$ cat src/rtl/cache_request_scheduler_pkg.sv
`default_nettype none
// ============================================================================
// Module      : cache_request_scheduler_pkg
// Description : Shared types for the cache request scheduler: FSM state
//               encoding, captured-request record and owner-rotation helper.
// Revision    : 1.0 - initial release
// ============================================================================
package cache_request_scheduler_pkg;

    // The captured-request record is sized for the widest supported
    // configuration; the top slices out the active bits.
    localparam int c_max_addr_width = 64;
    localparam int c_max_id_width   = 4;

    typedef enum logic [1:0] {
        IDLE      = 2'd0,
        ISSUE     = 2'd1,
        WAIT_RESP = 2'd2,
        DELIVER   = 2'd3
    } cache_request_scheduler_state;

    typedef struct packed {
        logic [c_max_addr_width-1:0] addr;
        logic [c_max_id_width-1:0]   id;
    } cache_request_scheduler_req_t;

    // Index following the owner, wrapping at the requester count.
    function automatic logic [c_max_id_width-1:0] crs_next_owner(
        input logic [c_max_id_width-1:0] owner,
        input int                        num
    );
        if (int'(owner) >= num - 1) begin
            return '0;
        end
        return owner + c_max_id_width'(1);
    endfunction

endpackage
`default_nettype wire

$ cat src/rtl/cache_request_scheduler_if.sv
`default_nettype none
// ============================================================================
// Module      : cache_request_scheduler_if
// Description : Requester, cache and response handshake bundle of the cache
//               request scheduler. "master" is the scheduler's view, "slave"
//               the surrounding requesters and cache front end.
// Revision    : 1.0 - initial release
// ============================================================================
interface cache_request_scheduler_if
    import cache_request_scheduler_pkg::*;
#(
    parameter int NUM_REQUESTORS = 2,
    parameter int ADDR_WIDTH     = 64,
    parameter int DATA_WIDTH     = 512,
    parameter int ID_WIDTH       = (NUM_REQUESTORS > 1) ? $clog2(NUM_REQUESTORS) : 1
);
    logic [NUM_REQUESTORS-1:0]            req_valid;
    logic [NUM_REQUESTORS-1:0]            req_ready;
    logic [NUM_REQUESTORS*ADDR_WIDTH-1:0] req_base_address;
    logic [NUM_REQUESTORS*ADDR_WIDTH-1:0] req_address_offset;
    logic                                 cache_req_valid;
    logic                                 cache_req_ready;
    logic [ADDR_WIDTH-1:0]                cache_req_addr;
    logic [ID_WIDTH-1:0]                  cache_req_id;
    logic                                 cache_resp_valid;
    logic [DATA_WIDTH-1:0]                cache_resp_rdata;
    logic [NUM_REQUESTORS-1:0]            resp_valid;
    logic [NUM_REQUESTORS-1:0]            resp_ready;
    logic [DATA_WIDTH-1:0]                resp_rdata;

    modport master (
        input  req_valid, req_base_address, req_address_offset,
        input  cache_req_ready, cache_resp_valid, cache_resp_rdata, resp_ready,
        output req_ready, cache_req_valid, cache_req_addr, cache_req_id,
        output resp_valid, resp_rdata
    );

    modport slave (
        output req_valid, req_base_address, req_address_offset,
        output cache_req_ready, cache_resp_valid, cache_resp_rdata, resp_ready,
        input  req_ready, cache_req_valid, cache_req_addr, cache_req_id,
        input  resp_valid, resp_rdata
    );

endinterface
`default_nettype wire

$ cat src/rtl/cache_request_scheduler_rr_arbiter_n.sv
`default_nettype none
// ============================================================================
// Module      : rr_arbiter_n
// Description : Combinational round-robin priority rotation. Grants the first
//               requesting index at or after rr_ptr, wrapping cyclically.
// Revision    : 1.0 - initial release
// ============================================================================
module rr_arbiter_n #(
    parameter int N   = 2,
    parameter int IDW = 1
) (
    input  logic [N-1:0]   req,
    input  logic [IDW-1:0] rr_ptr,
    output logic [N-1:0]   grant,
    output logic [IDW-1:0] grant_idx
);

    logic [IDW-1:0] w_idx;
    logic           w_found;

    // Scan from rr_ptr cyclically and take the first active request.
    always_comb begin
        grant     = '0;
        grant_idx = '0;
        w_found   = 1'b0;
        w_idx     = '0;
        for (int k = 0; k < N; k++) begin
            w_idx = IDW'((int'(rr_ptr) + k) % N);
            if (!w_found && req[w_idx]) begin
                w_found      = 1'b1;
                grant[w_idx] = 1'b1;
                grant_idx    = w_idx;
            end
        end
    end

endmodule
`default_nettype wire

$ cat src/rtl/cache_request_scheduler.sv
`default_nettype none
// ============================================================================
// Module      : cache_request_scheduler
// Description : Shares one blocking cache request port among NUM_REQUESTORS
//               requesters with round-robin arbitration, one transaction in
//               flight, and routes the response back to its owner.
// Revision    : 1.0 - initial release
// ============================================================================
module cache_request_scheduler
    import cache_request_scheduler_pkg::*;
#(
    parameter int NUM_REQUESTORS = 2,
    parameter int ADDR_WIDTH     = 64,
    parameter int DATA_WIDTH     = 512,
    parameter int ID_WIDTH       = (NUM_REQUESTORS > 1) ? $clog2(NUM_REQUESTORS) : 1,
    parameter int COUNT_WIDTH    = 32
) (
    input  logic                       ap_clk,
    input  logic                       areset,
    cache_request_scheduler_if.master  bus,
    output logic                       busy,
    output logic [COUNT_WIDTH-1:0]     issued_count,
    output logic                       spurious_resp
);

    cache_request_scheduler_state r_state;
    cache_request_scheduler_state w_state_next;
    cache_request_scheduler_req_t r_cap;

    logic [ID_WIDTH-1:0]       r_rr_ptr;
    logic [DATA_WIDTH-1:0]     r_rdata;
    logic [COUNT_WIDTH-1:0]    r_issued_count;
    logic                      r_spurious;

    logic [NUM_REQUESTORS-1:0] w_grant;
    logic [ID_WIDTH-1:0]       w_grant_idx;
    logic [NUM_REQUESTORS-1:0] w_owner_onehot;
    logic [ADDR_WIDTH-1:0]     w_base;
    logic [ADDR_WIDTH-1:0]     w_offset;
    logic                      w_accept;
    logic                      w_issue_done;
    logic                      w_resp_take;
    logic                      w_deliver_done;

    rr_arbiter_n #(
        .N   (NUM_REQUESTORS),
        .IDW (ID_WIDTH)
    ) u_arb (
        .req       (bus.req_valid),
        .rr_ptr    (r_rr_ptr),
        .grant     (w_grant),
        .grant_idx (w_grant_idx)
    );

    assign w_base   = bus.req_base_address[int'(w_grant_idx)*ADDR_WIDTH +: ADDR_WIDTH];
    assign w_offset = bus.req_address_offset[int'(w_grant_idx)*ADDR_WIDTH +: ADDR_WIDTH];

    // Acceptance is suppressed during reset so no request is silently lost.
    assign w_accept       = (r_state == IDLE) && !areset && (|w_grant);
    assign w_owner_onehot = NUM_REQUESTORS'(1) << r_cap.id;
    assign w_issue_done   = (r_state == ISSUE) && bus.cache_req_ready;
    assign w_resp_take    = (r_state == WAIT_RESP) && bus.cache_resp_valid;
    assign w_deliver_done = (r_state == DELIVER) && (|(bus.resp_ready & w_owner_onehot));

    assign bus.req_ready       = w_accept ? w_grant : '0;
    assign bus.cache_req_valid = (r_state == ISSUE);
    assign bus.cache_req_addr  = r_cap.addr[ADDR_WIDTH-1:0];
    assign bus.cache_req_id    = r_cap.id[ID_WIDTH-1:0];
    assign bus.resp_valid      = (r_state == DELIVER) ? w_owner_onehot : '0;
    assign bus.resp_rdata      = r_rdata;

    assign busy          = (r_state != IDLE);
    assign issued_count  = r_issued_count;
    assign spurious_resp = r_spurious;

    // State register.
    always_ff @(posedge ap_clk) begin
        if (areset) begin
            r_state <= IDLE;
        end else begin
            r_state <= w_state_next;
        end
    end

    // Next-state logic: one transaction walks IDLE->ISSUE->WAIT_RESP->DELIVER.
    always_comb begin
        w_state_next = r_state;
        case (r_state)
            IDLE:      if (w_accept)       w_state_next = ISSUE;
            ISSUE:     if (w_issue_done)   w_state_next = WAIT_RESP;
            WAIT_RESP: if (w_resp_take)    w_state_next = DELIVER;
            DELIVER:   if (w_deliver_done) w_state_next = IDLE;
            default:                       w_state_next = IDLE;
        endcase
    end

    // Captured request, response data, counter, rotation pointer and flag.
    always_ff @(posedge ap_clk) begin
        if (areset) begin
            r_cap          <= '0;
            r_rdata        <= '0;
            r_issued_count <= '0;
            r_rr_ptr       <= '0;
            r_spurious     <= 1'b0;
        end else begin
            if (w_accept) begin
                r_cap.addr <= c_max_addr_width'(w_base + w_offset);
                r_cap.id   <= c_max_id_width'(w_grant_idx);
            end
            if (w_issue_done) begin
                r_issued_count <= r_issued_count + COUNT_WIDTH'(1);
            end
            if (w_resp_take) begin
                r_rdata <= bus.cache_resp_rdata;
            end
            if (w_deliver_done) begin
                r_rr_ptr <= ID_WIDTH'(crs_next_owner(r_cap.id, NUM_REQUESTORS));
            end
            // A response outside WAIT_RESP has no owner; drop it and remember.
            if (bus.cache_resp_valid && (r_state != WAIT_RESP)) begin
                r_spurious <= 1'b1;
            end
        end
    end

endmodule
`default_nettype wire

$ cat src/flat_wrapper.sv
// flat-port wrapper written by rule: the top's interface ports become plain ports
module cache_request_scheduler_flat import cache_request_scheduler_pkg::*;
#(
    parameter int NUM_REQUESTORS = 2,
    parameter int ADDR_WIDTH     = 64,
    parameter int DATA_WIDTH     = 512,
    parameter int ID_WIDTH       = (NUM_REQUESTORS > 1) ? $clog2(NUM_REQUESTORS) : 1,
    parameter int COUNT_WIDTH    = 32
)
  (ap_clk, areset, busy, issued_count, spurious_resp, bus_req_valid, bus_req_base_address, bus_req_address_offset, bus_cache_req_ready, bus_cache_resp_valid, bus_cache_resp_rdata, bus_resp_ready, bus_req_ready, bus_cache_req_valid, bus_cache_req_addr, bus_cache_req_id, bus_resp_valid, bus_resp_rdata);
  cache_request_scheduler_if #(.NUM_REQUESTORS(NUM_REQUESTORS), .ADDR_WIDTH(ADDR_WIDTH), .DATA_WIDTH(DATA_WIDTH), .ID_WIDTH(ID_WIDTH)) bus_i ();
  input  logic ap_clk;
  input  logic areset;
  output logic busy;
  output logic [COUNT_WIDTH-1:0] issued_count;
  output logic spurious_resp;
  input wire logic [$bits(bus_i.req_valid)-1:0] bus_req_valid;
  input wire logic [$bits(bus_i.req_base_address)-1:0] bus_req_base_address;
  input wire logic [$bits(bus_i.req_address_offset)-1:0] bus_req_address_offset;
  input wire logic [$bits(bus_i.cache_req_ready)-1:0] bus_cache_req_ready;
  input wire logic [$bits(bus_i.cache_resp_valid)-1:0] bus_cache_resp_valid;
  input wire logic [$bits(bus_i.cache_resp_rdata)-1:0] bus_cache_resp_rdata;
  input wire logic [$bits(bus_i.resp_ready)-1:0] bus_resp_ready;
  output wire logic [$bits(bus_i.req_ready)-1:0] bus_req_ready;
  output wire logic [$bits(bus_i.cache_req_valid)-1:0] bus_cache_req_valid;
  output wire logic [$bits(bus_i.cache_req_addr)-1:0] bus_cache_req_addr;
  output wire logic [$bits(bus_i.cache_req_id)-1:0] bus_cache_req_id;
  output wire logic [$bits(bus_i.resp_valid)-1:0] bus_resp_valid;
  output wire logic [$bits(bus_i.resp_rdata)-1:0] bus_resp_rdata;
  assign bus_i.req_valid = bus_req_valid;
  assign bus_i.req_base_address = bus_req_base_address;
  assign bus_i.req_address_offset = bus_req_address_offset;
  assign bus_i.cache_req_ready = bus_cache_req_ready;
  assign bus_i.cache_resp_valid = bus_cache_resp_valid;
  assign bus_i.cache_resp_rdata = bus_cache_resp_rdata;
  assign bus_i.resp_ready = bus_resp_ready;
  assign bus_req_ready = bus_i.req_ready;
  assign bus_cache_req_valid = bus_i.cache_req_valid;
  assign bus_cache_req_addr = bus_i.cache_req_addr;
  assign bus_cache_req_id = bus_i.cache_req_id;
  assign bus_resp_valid = bus_i.resp_valid;
  assign bus_resp_rdata = bus_i.resp_rdata;
  cache_request_scheduler #(.NUM_REQUESTORS(NUM_REQUESTORS), .ADDR_WIDTH(ADDR_WIDTH), .DATA_WIDTH(DATA_WIDTH), .ID_WIDTH(ID_WIDTH), .COUNT_WIDTH(COUNT_WIDTH)) u_core (.ap_clk(ap_clk), .areset(areset), .bus(bus_i), .busy(busy), .issued_count(issued_count), .spurious_resp(spurious_resp));
endmodule
$ cat config.mk
export PLATFORM = sky130hd
export DESIGN_NAME = cache_request_scheduler_flat
export DESIGN_NICKNAME = d
export VERILOG_FILES = /design/src/rtl/cache_request_scheduler_pkg.sv /design/src/rtl/cache_request_scheduler_if.sv /design/src/rtl/cache_request_scheduler_rr_arbiter_n.sv /design/src/rtl/cache_request_scheduler.sv /design/src/flat_wrapper.sv
export SDC_FILE = /design/constraint.sdc
export NUM_CORES = 1
export LEC_CHECK = 0
export ABC_AREA = 1
export ABC_CLOCK_PERIOD_IN_PS = 3600
export CORE_AREA = 3 3 544 546
export CTS_CLUSTER_SIZE = 10
export DETAILED_ROUTE_END_ITERATION = 6
export DIE_AREA = 0 0 547 549
export RECOVER_POWER = 50
export SLEW_MARGIN = 20
export SYNTH_ARGS = -nofsm -noshare
export SYNTH_HDL_FRONTEND = slang
export SYNTH_SLANG_ARGS = --single-unit
export TNS_END_PERCENT = 30
$ cat constraint.sdc
create_clock -name ap_clk -period 3.6 [get_ports ap_clk]
set_input_delay 0.72 -clock ap_clk [delete_from_list [all_inputs] [get_ports ap_clk]]
set_output_delay 0.72 -clock ap_clk [all_outputs]
set_load 0.02 [all_outputs]
* Word-level counts from Yosys, hierarchy flattened
Cells that the tools add are included.
Word-level totals: bits in registers 613, latch bits 0, RAM bits 0, bits in read-only memories 0, bits of input ports 776, memories kept 0
Cells by class: $add $sub $neg 4, multiply operators 0, divide/modulo/power cells 0, magnitude comparators 5, equal/unequal tests 8, shifts and indexed selects 3, mux-type cells 25, bitwise logic cells 2, reduce and logical (&&, ||, !) cells 16
Operators by type and width (count):
- $shiftx 128x8->64 | 2
- $add 64x64->64 | 1
- $add 32x1->32 const B | 1
- $mux 2 | 8
- $mux 1 | 14
- $logic_and 1x1->1 | 9
- $ne 2x1->1 const B | 4
- $pmux 2 s4 | 1
- $eq 2x2->1 const B | 2
- $lt 1x2->1 const B | 2
- $reduce_and 4->1 | 1
- $reduce_or 2->1 | 2
- $ge 1x1->1 const B | 3
- $add 1x1->1 const B | 2
- $and 2x2->2 | 1
- $demux 1 s1 | 2
- $eq 2x1->1 const B | 1
- $logic_not 1->1 | 2
- $logic_not 2->1 | 1
- $ne 2x2->1 const B | 1
- $or 2x2->2 | 1
- $reduce_bool 2->1 | 1
- $shl 1x1->2 const A | 1

* Longest topological paths before layout
word-level depth 11, gate-level depth with buffers 23

* By module
From an unflattened synthesis, not the netlist that was laid out.
Unflattened totals: cells, all modules 4482, area total of the unflattened synthesis 28995.3 µm²
By module, submodules not included:
- cache_request_scheduler | times used 1, cells each 4477, area an instance 28966.5 µm²
- rr_arbiter_n | times used 1, cells each 5, area an instance 28.8 µm²

* Worst setup path after synthesis
No wires, ideal clock.
path type in2reg, from input bus_req_valid[1], to register u_core.r_cap (netlist bit u_core.bus.cache_req_addr[60]), library setup time 0.109 ns, data arrival time 3.000 ns, required time 3.491 ns, path slack 0.491 ns, cell stages on the path 23, buffers on the path 2, path through inv_1 a21oi_1 inv_1 clkbuf_1 clkbuf_1 nand2_1 nand2_1 ha_1 fa_1 nand3_1 nand3_2 nand2_1 nand2_1 nand2_1 nand2_2 nand2_1 nand2_1 nand2_1 nand2_1 nand2_1 nand3_1 nand2_1 inv_1
On the way: longest elaborated chain between the ends 8, elaborated cells between the ends (all ways) 17
RTL lines:
- start, declared | RTL line flat_wrapper.sv:17 | input wire logic [$bits(bus_i.req_valid)-1:0] bus_req_valid;
- $mux 1 (implied by the code) (2 in series) | RTL line cache_request_scheduler_rr_arbiter_n.sv:29 | if (!w_found && req[w_idx]) begin
- $mux 1 | RTL line cache_request_scheduler_rr_arbiter_n.sv:29
- $logic_not 1->1 | RTL line cache_request_scheduler_rr_arbiter_n.sv:29
- $logic_and 1x1->1 | RTL line cache_request_scheduler_rr_arbiter_n.sv:29
- $mux 1 or $mux 2 (tied branches) | RTL line cache_request_scheduler_rr_arbiter_n.sv:29
- $shiftx 128x8->64, or another cell as far along | RTL line cache_request_scheduler.sv:55 | assign w_base = bus.req_base_address[int'(w_grant_idx)*ADDR_WIDTH +: ADDR_WIDTH];
- $add 64x64->64 or $logic_and 1x1->1 (tied branches) | RTL line cache_request_scheduler.sv:107, cache_request_scheduler.sv:59
- end, declared | RTL line cache_request_scheduler.sv:28 | cache_request_scheduler_req_t r_cap;
Several ways; a longest one is shown, not always the timed one. The select of a mux whose other input is x is not followed. A chain may end at the register's enable or synchronous reset.

==> qor.txt <==
Avg Vias per Cell -> 3.56
DRT Pass-1 Iters -> 6
Leakage power total -> 21.2 nW
Detail Route Antenna Nets -> 0
Longest Clk Path Bufs -> 4
DR iter-0 viols -> 2730
Post-DP HPWL -> 231000 um
WP data arrival -> 4.14 ns
Post-synth cell types -> 39
Synth Area in XOR/XNOR -> 1.24%
# nets final -> 6855
Measured slew at the worst slew-check pin -> 1.44 ns
Synth Area in Simple Gates -> 34.0%
Worst vdd ir -> 0.399 mV
Port bufs -> 1391
Final setup fails -> 0
Layout cell share with drive strength beyond 1 -> 8.13%
Die width -> 547 um
Core area -> 0.291 mm^2
Syn Area/Cell -> 6.48 um^2
Initial antenna violation count -> 139
Hold Slack -> 0.472 ns
Drt drc -> 0
CTS H-tree depth -> 3
Syn nets -> 5299
Tightest Hold Check Type -> flop to flop
Final RePlAce weighted congestion -> 0.935
Non-Filler Instances -> 9995
Post-CTS Hold Buffers -> 0
Inserted Clock Buffers -> 88
R2R Setup Slk -> 0.17 ns
Worst clock skew -> 0.102 ns
Pwr dens -> 620 mW/mm^2
Initial core utilization -> 9.92%
Complex-gate fraction of the synthesized area -> 11.1%
Routed WL -> 265000 um
Clock slew at reported path FFs -> 0.05 ns
Status -> complete, no violations
DR WL/cell -> 26.5 um
Clock latency on the worst-skew pair -> 0.82 ns
Final hold violations -> 0
Final period util -> 95.6%
Flops & latches, synth -> 613
Worst Setup Start Kind -> primary input
Cell Rows -> 198
Mux contribution to synthesized area -> 0%
Synth warn -> 0
FF/Latch Area -> 0.0123 mm^2
Vias in the first global route -> 33300
Area share of fa/ha/maj cells after synthesis -> 3.06%
Register area share after synthesis -> 42.5%
# clock sinks -> 613
Syn Inst Count -> 4453
Ports -> 1392
Max_slew headroom -> 4.05%
CP Class -> primary input to flop
Worst-path fanout max -> 76
GRT Total Usage -> 16.7%
Max Fclk -> 290 MHz
Setup TNS -> 0 ns
Vias post-DR -> 35600
Req. time, crit path -> 4.29 ns
Fillcell total -> 33100
Fin crit period -> 3.44 ns
Largest net degree at the start of global routing -> 81
Synthesized area -> 0.0289 mm^2
Cells after DPL -> 9816
First-pass GRT wire length -> 332000 um
Root Buffer -> clkbuf_16
Clock tree from TritonCTS -> done
Die Height -> 549 um
GRT overflow -> 0
Final Max Slew Viols -> 0
Largest family of logic cells by synthesized area -> simple AND/OR/NAND/NOR gates
Maxcap violations -> 0
Area Overhead vs Synth -> 80.9%
Area of the die -> 0.300 mm^2
Multi-input gate area -> 0.0143 mm^2
Crit end category -> flop
-- cell families (layout without fill, tap and decap cells) --
logic type,count (synthesis),after routing
simple gates,2478,2478
compound gates,637,637
buf+inv,614,2222
flops,613,613
fa+ha+maj,70,70
xor+xnor,41,41
other cells,0,34
-- through the flow --
| stage | cell area, um^2 | setup slack (ns) | utilization [%] | power [mW] |
|---|---|---|---|---|
| 6_report | 52200 | 0.157 | 17.9 | 32.4 |
| 3_3_place_gp | 49400 | -0.565 | 17.0 | 23.8 |
| 4_1_cts | 52300 | 0.0944 | 18.0 | 33.1 |
| 3_5_place_dp | 49400 | -0.586 | 17.0 | 23.8 |
| 5_1_grt | 52200 | -0.00270 | 17.9 | 34.2 |
| 2_1_floorplan | 28900 | 0.491 | - | 14.9 |
-- timing repair --
item                       4_1_cts  5_1_grt
gates resized for setup          0        8
buffers inserted                 0        2
setup endpoints to repair        0       15
-- power breakdown --
group | total (mW) | switching, mW | internal [mW] | leakage (nW)
clock | 8.98 | 3.62 | 5.36 | 1.38
combinational | 14.4 | 9.15 | 5.21 | 14.8
sequential | 9.03 | 0.848 | 8.18 | 5.00
-- worst max-delay path, stage by stage --
cell	delay, ns
dlygate4sd3_1	0.62
clkbuf_1	0.30
clkinvlp_4	1.10
buf_6	0.63
o21ai_0	0.18
clkbuf_1	0.33
nor2_1	0.07
-- metal layers --
layer  vias to the layer above  track usage, %  part of all wire [%]
li1                      17000               -                     -
met1                     16300            17.8                    36
met2                      1780            27.2                    45
met3                       426            10.6                    15
met4                        26            4.92                   3.2
met5                         -               0                 0.059
-- placed cells by master, fill, tap and decap left out, drive strengths merged, types with 3 or more instances in the layout --
cell	instances
a21oi	65
and2	3
buf	266
bufinv	8
clkbuf	156
clkdlybuf4s50	1326
clkinv	15
clkinvlp	6
dfxtp	613
diode	34
dlygate4sd3	56
ha	69
inv	389
nand2	1102
nand3	137
nand4	14
nor2	1182
nor3	31
nor4	4
o21a	3
o21ai	562
xnor2	32
xor2	9
-- registers in the layout, summed over array words and instances, names as in the netlist --
signal and count:
u_core.bus.resp_rdata 512, u_core.bus.cache_req_addr 64, u_core.issued_count 32, u_core.r_state 2
u_core.bus.cache_req_id 1, u_core.spurious_resp 1, u_core.r_rr_ptr 1
-- final timing paths --
| check | startpoint | end | cells past startpoint |
|---|---|---|---|
| worst min register to register | u_core.bus.resp_rdata[166]$_SDFFE_PP0P_ | u_core.bus.resp_rdata[166]$_SDFFE_PP0P_ | 2 |
| worst min-delay path | u_core.bus.resp_rdata[166]$_SDFFE_PP0P_ | u_core.bus.resp_rdata[166]$_SDFFE_PP0P_ | 2 |
| worst max-delay path | areset | u_core.bus.resp_rdata[249]$_SDFFE_PP0P_ | 7 |
| worst max register to register | u_core.r_rr_ptr$_SDFFE_PP0P_ | u_core.bus.cache_req_addr[59]$_SDFFE_PP0P_ | 21 |
-- cells in the mapped netlist, drive strengths merged --
cell / instances / area, um^2
a211oi: 2 / 15.0
a21oi: 65 / 325
a31oi: 1 / 6.26
and2: 3 / 18.8
and3: 1 / 6.26
buf: 31 / 131
clkbuf: 189 / 709
clkinv: 9 / 35.0
dfxtp: 613 / 12300
fa: 1 / 20.0
ha: 69 / 863
inv: 385 / 1450
nand2: 1102 / 4180
nand3: 137 / 716
nand3b: 2 / 15.0
nand4: 14 / 87.6
nor2: 1182 / 4520
nor3: 31 / 223
nor4: 4 / 43.8
o211ai: 1 / 7.51
o21a: 3 / 22.5
o21ai: 562 / 2820
o21bai: 2 / 15.0
o22ai: 1 / 6.26
or2: 2 / 12.5
xnor2: 32 / 280
xor2: 9 / 78.8
-- final cells by class --
class,count,share of cell area [%]
clock inverter,24,0.695
clock buffer,118,4.74
antenna,34,0.163
timing repair buffer,1686,31.3
sequential,613,23.5
inverter,394,2.86
multi-input combinational,3226,27.4
tap,3900,9.35
Power figures use the tool's default switching activity.
